## src/rtl/ext_pkg.sv

```systemverilog
`default_nettype none
// ============================================================================
//  Module      : ext_pkg
//  Description : Shared mode encodings and types for the field extender
//                pipeline (ext_core / ext_pipe).
//  Revision    : 1.0 - initial release
// ============================================================================
package ext_pkg;

    // Extension mode, carried alongside the field on the input handshake
    typedef logic [1:0] ext_mode_t;

    localparam ext_mode_t EXT_REPL  = 2'b00;  // every bit = field bit 0
    localparam ext_mode_t EXT_ZEXT  = 2'b01;  // zero-extend
    localparam ext_mode_t EXT_SEXT  = 2'b10;  // sign-extend
    localparam ext_mode_t EXT_UPPER = 2'b11;  // field in the top bits, low bits zero

endpackage : ext_pkg
`default_nettype wire

```

## src/rtl/ext_core.sv

```systemverilog
`default_nettype none
// ============================================================================
//  Module      : ext_core
//  Description : Purely combinational field extender. Widens an IN_W-bit
//                field to DATA_W bits by replication, zero/sign extension or
//                upper placement.
//  Revision    : 1.0 - initial release
// ============================================================================
module ext_core
    import ext_pkg::*;
#(
    parameter int DATA_W = 32,
    parameter int IN_W   = 16
) (
    input  logic [IN_W-1:0]   i_data,
    input  ext_mode_t         i_mode,
    output logic [DATA_W-1:0] o_result
);

    generate
        if (DATA_W == IN_W) begin : g_same_width
            // No room to extend: only replication changes the field
            always_comb begin
                o_result = i_data;
                if (i_mode == EXT_REPL) begin
                    o_result = {DATA_W{i_data[0]}};
                end
            end
        end else begin : g_wide
            localparam int c_PAD_W = DATA_W - IN_W;

            // Select the extension form for the current mode
            always_comb begin
                o_result = '0;
                case (i_mode)
                    EXT_REPL:  o_result = {DATA_W{i_data[0]}};
                    EXT_ZEXT:  o_result = {{c_PAD_W{1'b0}}, i_data};
                    EXT_SEXT:  o_result = {{c_PAD_W{i_data[IN_W-1]}}, i_data};
                    default:   o_result = {i_data, {c_PAD_W{1'b0}}};
                endcase
            end
        end
    endgenerate

endmodule : ext_core
`default_nettype wire

```

## src/rtl/ext_pipe.sv

```systemverilog
`default_nettype none
// ============================================================================
//  Module      : ext_pipe
//  Description : Pipelined field extender with valid/ready handshake on both
//                sides. An output register plus one skid register keep the
//                input ready signal fully registered, so there is no
//                combinational path from out_ready back to in_ready.
//  Revision    : 1.0 - initial release
// ============================================================================
module ext_pipe
    import ext_pkg::*;
#(
    parameter int DATA_W = 32,
    parameter int IN_W   = 16
) (
    input  logic              clk,
    input  logic              rst,
    input  logic              in_valid,
    output logic              in_ready,
    input  logic [IN_W-1:0]   in_data,
    input  logic [1:0]        in_mode,
    output logic              out_valid,
    input  logic              out_ready,
    output logic [DATA_W-1:0] out_data,
    output logic              busy
);

    logic              r_out_valid;
    logic [DATA_W-1:0] r_out_data;
    logic              r_skid_valid;
    logic [DATA_W-1:0] r_skid_data;

    logic [DATA_W-1:0] w_ext;
    logic              w_accept;
    logic              w_out_free;
    ext_mode_t         w_mode;

    assign w_mode = ext_mode_t'(in_mode);

    // Extension happens ahead of storage so only finished words are held
    ext_core #(
        .DATA_W (DATA_W),
        .IN_W   (IN_W)
    ) u_core (
        .i_data   (in_data),
        .i_mode   (w_mode),
        .o_result (w_ext)
    );

    // Skid empty is the only condition for accepting; it is a flop output
    assign w_accept   = in_valid && !r_skid_valid;
    // Output register can take a new word if empty or being drained now
    assign w_out_free = !r_out_valid || out_ready;

    // Output and skid register update; skid always drains before new input
    always_ff @(posedge clk) begin
        if (rst) begin
            r_out_valid  <= 1'b0;
            r_out_data   <= '0;
            r_skid_valid <= 1'b0;
            r_skid_data  <= '0;
        end else if (w_out_free) begin
            if (r_skid_valid) begin
                // Skid is full, so w_accept is low and nothing new arrives
                r_out_data   <= r_skid_data;
                r_out_valid  <= 1'b1;
                r_skid_valid <= 1'b0;
            end else if (w_accept) begin
                r_out_data   <= w_ext;
                r_out_valid  <= 1'b1;
            end else begin
                r_out_valid  <= 1'b0;
            end
        end else if (w_accept) begin
            // Output is stalled: park the beat until the consumer catches up
            r_skid_data  <= w_ext;
            r_skid_valid <= 1'b1;
        end
    end

    assign in_ready  = !r_skid_valid;
    assign out_valid = r_out_valid;
    assign out_data  = r_out_data;
    assign busy      = r_out_valid | r_skid_valid;

endmodule : ext_pipe
`default_nettype wire

```

## config.mk

```make
export PLATFORM = sky130hd
export DESIGN_NAME = ext_pipe
export DESIGN_NICKNAME = d
export VERILOG_FILES = /design/src/rtl/ext_pkg.sv /design/src/rtl/ext_core.sv /design/src/rtl/ext_pipe.sv
export SDC_FILE = /design/constraint.sdc
export NUM_CORES = 1
export LEC_CHECK = 0
export ABC_CLOCK_PERIOD_IN_PS = 2250
export CORE_MARGIN = 5
export CORE_UTILIZATION = 65
export DETAILED_ROUTE_END_ITERATION = 7
export DONT_BUFFER_PORTS = 1
export PLACE_DENSITY = 0.77
export SLEW_MARGIN = 20
export SYNTH_ARGS = -nofsm -noshare
export SYNTH_HDL_FRONTEND = slang
export SYNTH_HIERARCHICAL = 1
export SYNTH_SLANG_ARGS = --single-unit
```

## constraint.sdc

```tcl
create_clock -name clk -period 2.25 [get_ports clk]
set_input_delay 0 -clock clk [delete_from_list [all_inputs] [get_ports clk]]
set_output_delay 0 -clock clk [all_outputs]
set_load 0.03 [all_outputs]
```

# ---- Word level (Yosys, flattened, before mapping)
# Index checks and enable logic that the tools add are counted.
dict set report word_totals {
  regBits 66
  inputBits 22
  out_inout_bits 35
}
dict set report classes {
  n_eq_ne 2
  n_mux 5
  bitwise_logic 2
  reduce_logical 9
}
# operator n
set op_table {}
lappend op_table {{case mux 32 bit (3 select lines)} 1}
lappend op_table {{two-way mux 32 bit} 2}
lappend op_table {{AND reduction 2 bit} 2}
lappend op_table {{== test 2 x 1 -> 1 bit, second input constant} 1}
lappend op_table {{== test 2 bit, second input constant} 1}
lappend op_table {{zero test 1 bit} 2}
lappend op_table {{zero test 2 bit} 1}
lappend op_table {{two-way mux 1 bit} 2}
lappend op_table {{nonzero test 2 bit} 1}
lappend op_table {{OR reduction 2 bit} 1}
lappend op_table {{logical AND 1 bit} 1}
lappend op_table {{logical OR 1 bit} 1}
lappend op_table {{inverter 1 bit} 1}
lappend op_table {{OR 1 bit} 1}

# ---- Depth between registers and ports, before layout
# Gate-level depths: netlist (run 1).
dict set report depth {
  word_depth 4
  ltp_mapped 6
  ltp_nobuf 4
}

# ---- Modules after synthesis
# The synthesis (run 1) kept the hierarchy.
# module instances cells_per_inst area_per_inst_um2 seq_area_each_um2
set by_module_without_submodules {}
lappend by_module_without_submodules {ext_pipe 1 299 2836.5 1321.3}
lappend by_module_without_submodules {ext_core 1 92 757.0 0.0}

# ---- Least setup slack after synthesis (run 1)
# OpenSTA, ideal clock, no wires.
dict set report synth_timing {
  path_type {reg-to-reg}
  startpoint {register r_out_valid (netlist: out_valid)}
  endpoint {register r_out_data[0] (netlist: out_data[0])}
  setup_time_ns 0.081
  t_arrival_ns 1.312
  required_time_ns 2.169
  path_slack_ns 0.857
  stages_incl_launch_ff 7
  n_path_buf 3
  period_less_slack_ns 1.393
  cell_sequence {dfxtp_1 nand2b_1 buf_2 and2_4 buf_6 buf_6 a211oi_2}
}
dict set report synth_between {
  elab_chain_cells 3
}
# item line
set synth_rtl {}
lappend synth_rtl {{start: declaration} ext_pipe.sv:28} ;# logic r_out_valid;
lappend synth_rtl {{start signal: assignment} ext_pipe.sv:58} ;# r_out_valid <= 1'b0;
lappend synth_rtl {{start signal: assignment} ext_pipe.sv:66} ;# r_out_valid <= 1'b1;
lappend synth_rtl {{start signal: assignment} ext_pipe.sv:70} ;# r_out_valid <= 1'b1;
lappend synth_rtl {{zero test 1 bit} ext_pipe.sv:53} ;# assign w_out_free = !r_out_valid || out_ready;
lappend synth_rtl {{logical OR 1 bit} ext_pipe.sv:53}
lappend synth_rtl {{AND reduction 2 bit (no source line)} n/a}
lappend synth_rtl {{end signal: assignment} ext_pipe.sv:65} ;# r_out_data <= r_skid_data;
lappend synth_rtl {{end signal: assignment} ext_pipe.sv:69} ;# r_out_data <= w_ext;
lappend synth_rtl {{end: declaration} ext_pipe.sv:29} ;# logic [DATA_W-1:0] r_out_data;
# No other way between the ends.
# A chain may end at the register's enable or synchronous reset.

# ---- Worst setup path after layout (run 1)
dict set report layout_timing {
  startpoint {register r_out_valid (netlist: out_valid)}
  endpoint {register r_out_data[20] (netlist: out_data[20])}
}
# Same word-level chain as after synthesis.

==> results.py, run 1 <==
metrics = {
    "cells_and_area": {
        "final_area_sq_um": 3870,
        "fin_nets": 402,
        "final_core_util_pct": 71.1,
        "drive_gt1_share_pct": 18.5,
        "antenna_cells": 0,
        "area_growth_syn_to_layout_pct": 7.59,
        "final_cell_mix": "a21oi_1, dfxtp_1, nand2_1",
    },
    "placement": {
        "gp_congestion": 0.727,
        "io_buffers": 0,
        "placed_cell_area_sq_um": 3470,
        "hpwl_um": 5050,
    },
    "timing": {
        "slew_headroom_pct": 57.9,
        "final-setup-viol-count": 0,
        "finClkSkew_ns": 0.00533,
        "period_needed_ns": 1.58,
        "maxSlewViolCount": 0,
        "finalSetupTns_ns": 0,
        "hold_ws_ns": 0.0119,
        "max_freq_ghz": 0.631,
        "rsz0062_at_grt": "false",
        "tightest_slew_ns": 0.630,
        "period_share_pct": 70.4,
        "hold_viol_final": 0,
    },
    "routing": {
        "drc_errors": 0,
        "via_per_inst": 6.22,
        "wire_per_inst_um": 18.8,
        "drt_iter0_drc": 183,
        "ant_nets": 0,
        "dr.pass1.iters": 5,
        "routed_wl_um": 8580,
        "routed-via-count": 2835,
    },
    "worst_setup_path": {
        "end_kind": "flop",
        "slowest_delay_ns": 0.52,
        "worstPathArrival_ns": 1.78,
        "critical-path-top-delay-family": "simple AND/OR/NAND/NOR gates",
        "path_class": "reg2reg",
        "critPathBufInv": 1,
        "critPathRequiredTime_ns": 2.44,
        "critical_path.max_fanout": 32,
        "cp-start-kind": "flop",
        "path_cells": "nand2b_1 > buf_4 > and2_4 > a211oi_1",
        "slowest_stage": "and2_4",
    },
    "run_status": {
        "status": "complete, no violations",
    },
    "clock_network": {
        "cts-root-buf": "clkbuf_8",
        "cts-buffers-inserted": 9,
        "htree_levels": 3,
        "clock-sinks": 66,
        "cts_buffer_depth": 2,
        "clk_latency_ns": 0.34,
        "cts_tree": "built",
        "clk_pin_slew_ns": 0.07,
        "cts_resized": 0,
    },
    "job": {
        "maxCapViolations": 0,
    },
    "die": {
        "die_h_um": 84.4,
        "chipWidth_um": 84.4,
        "num_rows": 27,
        "start_util_pct": 66.1,
        "io_pins": 57,
        "dieArea_sq_um": 7120,
        "core_area_sq_um": 5440,
    },
    "synthesis": {
        "synth_compound_area_share_pct": 25.4,
        "ys_warn_count": 6,
        "yosys.area_share.adder_pct": 0,
        "syn_inst": 391,
        "synth.avg_cell_area_sq_um": 9.19,
        "ys_ff_latch": 66,
        "synth.distinct_cells": 25,
        "syn-cell-area_sq_um": 3590,
        "synth_edf_count": 0,
        "ys_async_sr_fraction_pct": 0,
        "synthMuxAreaShare_pct": 18.1,
        "synth_nets": 413,
        "synth_ff_type": "dfxtp_1",
        "synth-simple-area-share_pct": 12.0,
        "synthXorXnorAreaFrac_pct": 0,
        "synth_sequential_area_ratio_pct": 36.8,
        "synth_top_family_by_area": "compound AO/OA/AOI/OAI gates",
    },
    "global_route": {
        "busiest_layer": "met2",
        "grt_overflow": 0,
        "grt_max_degree": 67,
        "met3_usage_pct": 7.26,
        "met1_usage_pct": 31.9,
        "grt_pass1_wl_um": 13900,
        "antenna_found_initial": 0,
        "met2_usage_pct": 37.2,
        "grt_usage_pct": 24.3,
        "grt_pass1_vias": 2733,
    },
    "power_and_ir_drop": {
        "p_switching_uw": 781,
        "pwr-share-comb_pct": 13.9,
        "p_int_uw": 2090,
        "p_seq_share_pct": 47.8,
        "power.density_nw_per_um2": 743,
        "switching_share_pct": 27.2,
        "p_leak_uw": 0.00137,
        "clkPwrFrac_pct": 38.3,
        "ir_drop_mv": 0.457,
    },
    "hold_path": {
        "min-delay-path-class": "in2reg",
    },
}
[cell families after synthesis]
kind of cell    count (synthesis)
buf+inv                        46
compound gates                128
mux                            63
simple gates                   88
flops                          66
[metrics by stage]
stage               setup WS [ns]  instances  total power (uW)
floorplan                   0.857        391              1740
global placement            0.715        426              1720
detailed placement          0.682        426              1740
CTS                         0.664        456              2890
global route                0.583        456              2990
finish                      0.665        456              2870
[registers in the layout, summed over array words and instances (netlist names)]
| signal | cells |
|---|---|
| r_skid_data | 32 |
| out_data | 32 |
| r_skid_valid | 1 |
| out_valid | 1 |
[worst min-delay path: cells and delay by family]
kind               cells  cell delay, ns
and+or+nand+nor        2            0.13
AOI/OAI and AO/OA      2            0.17
[synthesized netlist by cell type (6+ instances only)]
cell type	count	area share, %
a21o_1	16	3.3
mux2i_1	48	13
mux2_2	15	4.7
o21ai_0	14	1.9
clkbuf_1	16	1.7
a211oi_2	30	10
buf_2	13	1.8
buf_4	6	1.3
dfxtp_1	66	37
a21oi_1	65	9.1
nand3b_1	14	2.9
nand2_1	64	6.7
buf_6	9	2.8
[power groups by stage]
stage	clock (uW)	sequential, uW	combinational (uW)
3_3_place_gp	0	1400	324
4_1_cts	1120	1370	398
6_report	1100	1370	399
3_5_place_dp	0	1400	337
2_1_floorplan	0	1380	353
5_1_grt	1170	1380	438
[routing by layer]
layer | vias to the layer above | part of all wire, %
met3 | 12 | 7.6
met4 | 0 | 1.5
met1 | 1361 | 44
met5 | - | 0
met2 | 87 | 47
li1 | 1375 | -
[area by class of cell]
cell class	instances	area, sq um
Tap cell	72	90.1
Clock buffer	13	159
Sequential cell	66	1320
Clock inverter	2	60.1
Multi-Input combinational cell	279	1990
Inverter	1	3.75
Timing Repair Buffer	23	238
Fill cell	447	1570
[what timing repair did]
item,4_1_cts,5_1_grt
hold buffers,15,0
buffers inserted,0,0
hold endpoints to repair,66,0
[path summary, 6_finish.rpt]
path	from	endpoint	slack, ns	depth (start not counted)
worst max-delay path	out_valid	out_data[20]	0.67	4
worst min register to register	r_skid_data[31]	r_skid_data[31]	0.45	2
worst min-delay path	in_data[13]	r_skid_data[13]	0.01	4
worst max register to register	out_valid	out_data[20]	0.67	4
Note: power is estimated with default switching activity, not from simulation.
==> inputs of run 2 (changes only) <==
--- a/config.mk
+++ b/config.mk
@@ -5,12 +5,13 @@
 export SDC_FILE = /design/constraint.sdc
 export NUM_CORES = 1
 export LEC_CHECK = 0
-export ABC_CLOCK_PERIOD_IN_PS = 2250
+export ABC_AREA = 1
+export ABC_CLOCK_PERIOD_IN_PS = 1420
 export CORE_MARGIN = 5
-export CORE_UTILIZATION = 65
+export CORE_UTILIZATION = 57
 export DETAILED_ROUTE_END_ITERATION = 7
 export DONT_BUFFER_PORTS = 1
-export PLACE_DENSITY = 0.77
+export PLACE_DENSITY = 0.71
 export SLEW_MARGIN = 20
 export SYNTH_ARGS = -nofsm -noshare
 export SYNTH_HDL_FRONTEND = slang
==> constraint.sdc (replaced) <==
create_clock -name clk -period 1.42 [get_ports clk]
set_input_delay 0 -clock clk [delete_from_list [all_inputs] [get_ports clk]]
set_output_delay 0 -clock clk [all_outputs]
set_load 0.03 [all_outputs]
==> results.py, run 2 <==
metrics = {
    "run_status": {
        "status": "complete, no violations",
    },
    "routing": {
        "routed-via-count": 3545,
        "routed_wl_um": 8470,
        "ant_nets": 0,
        "dr.pass1.iters": 5,
        "drc_errors": 0,
        "drt_iter0_drc": 199,
        "wire_per_inst_um": 12.3,
        "via_per_inst": 5.13,
    },
    "die": {
        "dieArea_sq_um": 8030,
        "io_pins": 57,
        "core_area_sq_um": 6240,
        "num_rows": 29,
        "chipWidth_um": 89.6,
        "start_util_pct": 57.9,
        "die_h_um": 89.6,
    },
    "timing": {
        "setup_ws_ns": 0.0555,
        "finClkSkew_ns": 0.00784,
        "slew_headroom_pct": 75.5,
        "final-setup-viol-count": 0,
        "hold_viol_final": 0,
        "maxSlewViolCount": 0,
        "period_needed_ns": 1.36,
        "tightest_slew_ns": 0.367,
        "max_freq_ghz": 0.733,
        "period_share_pct": 96.1,
        "hold_ws_ns": 0.0384,
        "finalSetupTns_ns": 0,
    },
    "synthesis": {
        "synth_ff_type": "dfxtp_1",
        "ys_warn_count": 6,
        "synth.distinct_cells": 19,
        "yosys-top-cells-area": "dfxtp_1, nand3_1, nand2_1, nor2_1, inv_1",
        "synth_edf_count": 0,
        "synth_common_cells": "nand2_1, nor2_1, nand3_1",
        "yosysMostFrequentCell": "nand2_1",
        "syn-cell-area_sq_um": 3610,
        "synth.avg_cell_area_sq_um": 6.13,
        "ys_async_sr_fraction_pct": 0,
        "synth_nets": 611,
        "yosys.area.top_type": "dfxtp_1",
        "ys_ff_latch": 66,
        "synth_top_area_share_pct": 36.6,
        "syn_inst": 589,
        "synth_sequential_area_ratio_pct": 36.6,
    },
    "clock_network": {
        "clk_pin_slew_ns": 0.07,
        "clock-sinks": 66,
        "htree_levels": 3,
        "cts-root-buf": "clkbuf_8",
        "cts_tree": "built",
        "cts_buffer_depth": 2,
        "clk_latency_ns": 0.34,
        "cts-buffers-inserted": 9,
    },
    "power_and_ir_drop": {
        "switching_share_pct": 29.3,
        "p_int_uw": 3370,
        "p_switching_uw": 1400,
        "pwr-share-comb_pct": 20.8,
        "p_seq_share_pct": 42.7,
        "power.density_nw_per_um2": 1150,
        "p_leak_uw": 0.00201,
        "ir_drop_mv": 0.804,
        "clkPwrFrac_pct": 36.5,
    },
    "cells_and_area": {
        "antenna_cells": 0,
        "area_growth_syn_to_layout_pct": 15.2,
        "finalNonFillerCells": 691,
        "drive_gt1_share_pct": 12.2,
        "final_area_sq_um": 4160,
        "final_cell_mix": "nand2_1, nor2_1, nand3_1",
        "fin_nets": 631,
        "nFillCells": 589,
        "layout_commonest_cell": "nand2_1",
    },
    "worst_setup_path": {
        "path_cells": "inv_8 > nand2_4 > nand2_1 > o21ai_0 > dlygate4sd3_1",
        "critical_path.max_fanout": 4,
        "worstPathArrival_ns": 1.60,
        "cp-start-kind": "flop",
        "slowest_delay_ns": 0.56,
        "slowest_stage": "dlygate4sd3_1",
        "critical-path-top-delay-family": "buffers and inverters",
        "path_class": "reg2reg",
        "critPathBufInv": 2,
        "end_kind": "flop",
        "critPathRequiredTime_ns": 1.65,
    },
    "global_route": {
        "grt_overflow": 0,
        "grt_pass1_wl_um": 14400,
        "antenna_found_initial": 0,
        "grt_max_degree": 65,
        "grt_pass1_vias": 3172,
        "grt_usage_pct": 22.4,
    },
    "job": {
        "maxCapViolations": 0,
    },
    "hold_path": {
        "min-delay-path-class": "in2reg",
    },
    "placement": {
        "gp_congestion": 0.878,
        "placed_cell_area_sq_um": 3870,
        "dp.cells": 669,
        "hpwl_um": 5400,
        "io_buffers": 0,
        "post-place-ws_ns": 0.224,
    },
}
==> run 2: worst paths after layout <==
| kind | from | endpoint | slack, ns | cells after the start |
|---|---|---|---|---|
| max | r_skid_valid | out_valid | 0.06 | 5 |
| max reg2reg | r_skid_valid | out_valid | 0.06 | 5 |
| min reg2reg | r_skid_data[5] | r_skid_data[5] | 0.48 | 2 |
| min | in_mode[1] | r_skid_data[31] | 0.04 | 6 |
==> run 2: area by class of cell <==
class	count	area [sq um]	share of cell area, %
Inverter	71	277	6.64
Clock inverter	5	77.6	1.86
Sequential cell	66	1330	31.8
Tap cell	77	96.3	2.32
Clock buffer	11	141	3.40
Multi-Input combinational cell	410	1760	42.3
Timing Repair Buffer	51	485	11.7
==> run 2: layer usage <==
metal / GRT usage (%) / up-vias / routed length, um
met5: 0 / - / 0
met4: 8.66 / 0 / 98
met3: 5.93 / 9 / 541
met2: 36.7 / 74 / 4070
met1: 28.2 / 1615 / 3770
li1: - / 1847 / -
==> run 2: through the flow <==
step,power (uW),util (%)
floorplan,2830,-
global placement,3040,62.1
detailed placement,3060,62.1
CTS,4820,66.6
global route,5050,66.7
finish,4780,66.7
==> run 2: worst register-to-register path, stage by stage, from the launching register on <==
cell and delay, ns:
dfxtp_4 0.38, inv_8 0.10, nand2_4 0.06, nand2_1 0.08, o21ai_0 0.07, dlygate4sd3_1 0.56
==> run 2: power groups by stage <==
stage	sequential (uW)	combinational [uW]	clock (uW)
floorplan	2240	586	0
global route	2050	1120	1870
global placement	2080	966	0
CTS	2040	999	1790
detailed placement	2080	980	0
finish	2040	994	1740
==> run 2: repair_timing <==
action | CTS | global route
endpoints found under the hold margin | 19 | 0
hold buffers | 6 | 0
endpoints found under the setup margin | 0 | 2
buffers inserted | 0 | 0
gates resized for setup | 0 | 4
==> run 2: kinds of logic (layout without fill, tap and decap cells) <==
logic type / Yosys count / after routing / share of synthesized area, %
DFF: 66 / 66 / 36.6
AOI/OAI and AO/OA: 34 / 34 / 4.78
and+or+nand+nor: 376 / 376 / 43.9
buffers and inverters: 113 / 138 / 14.8
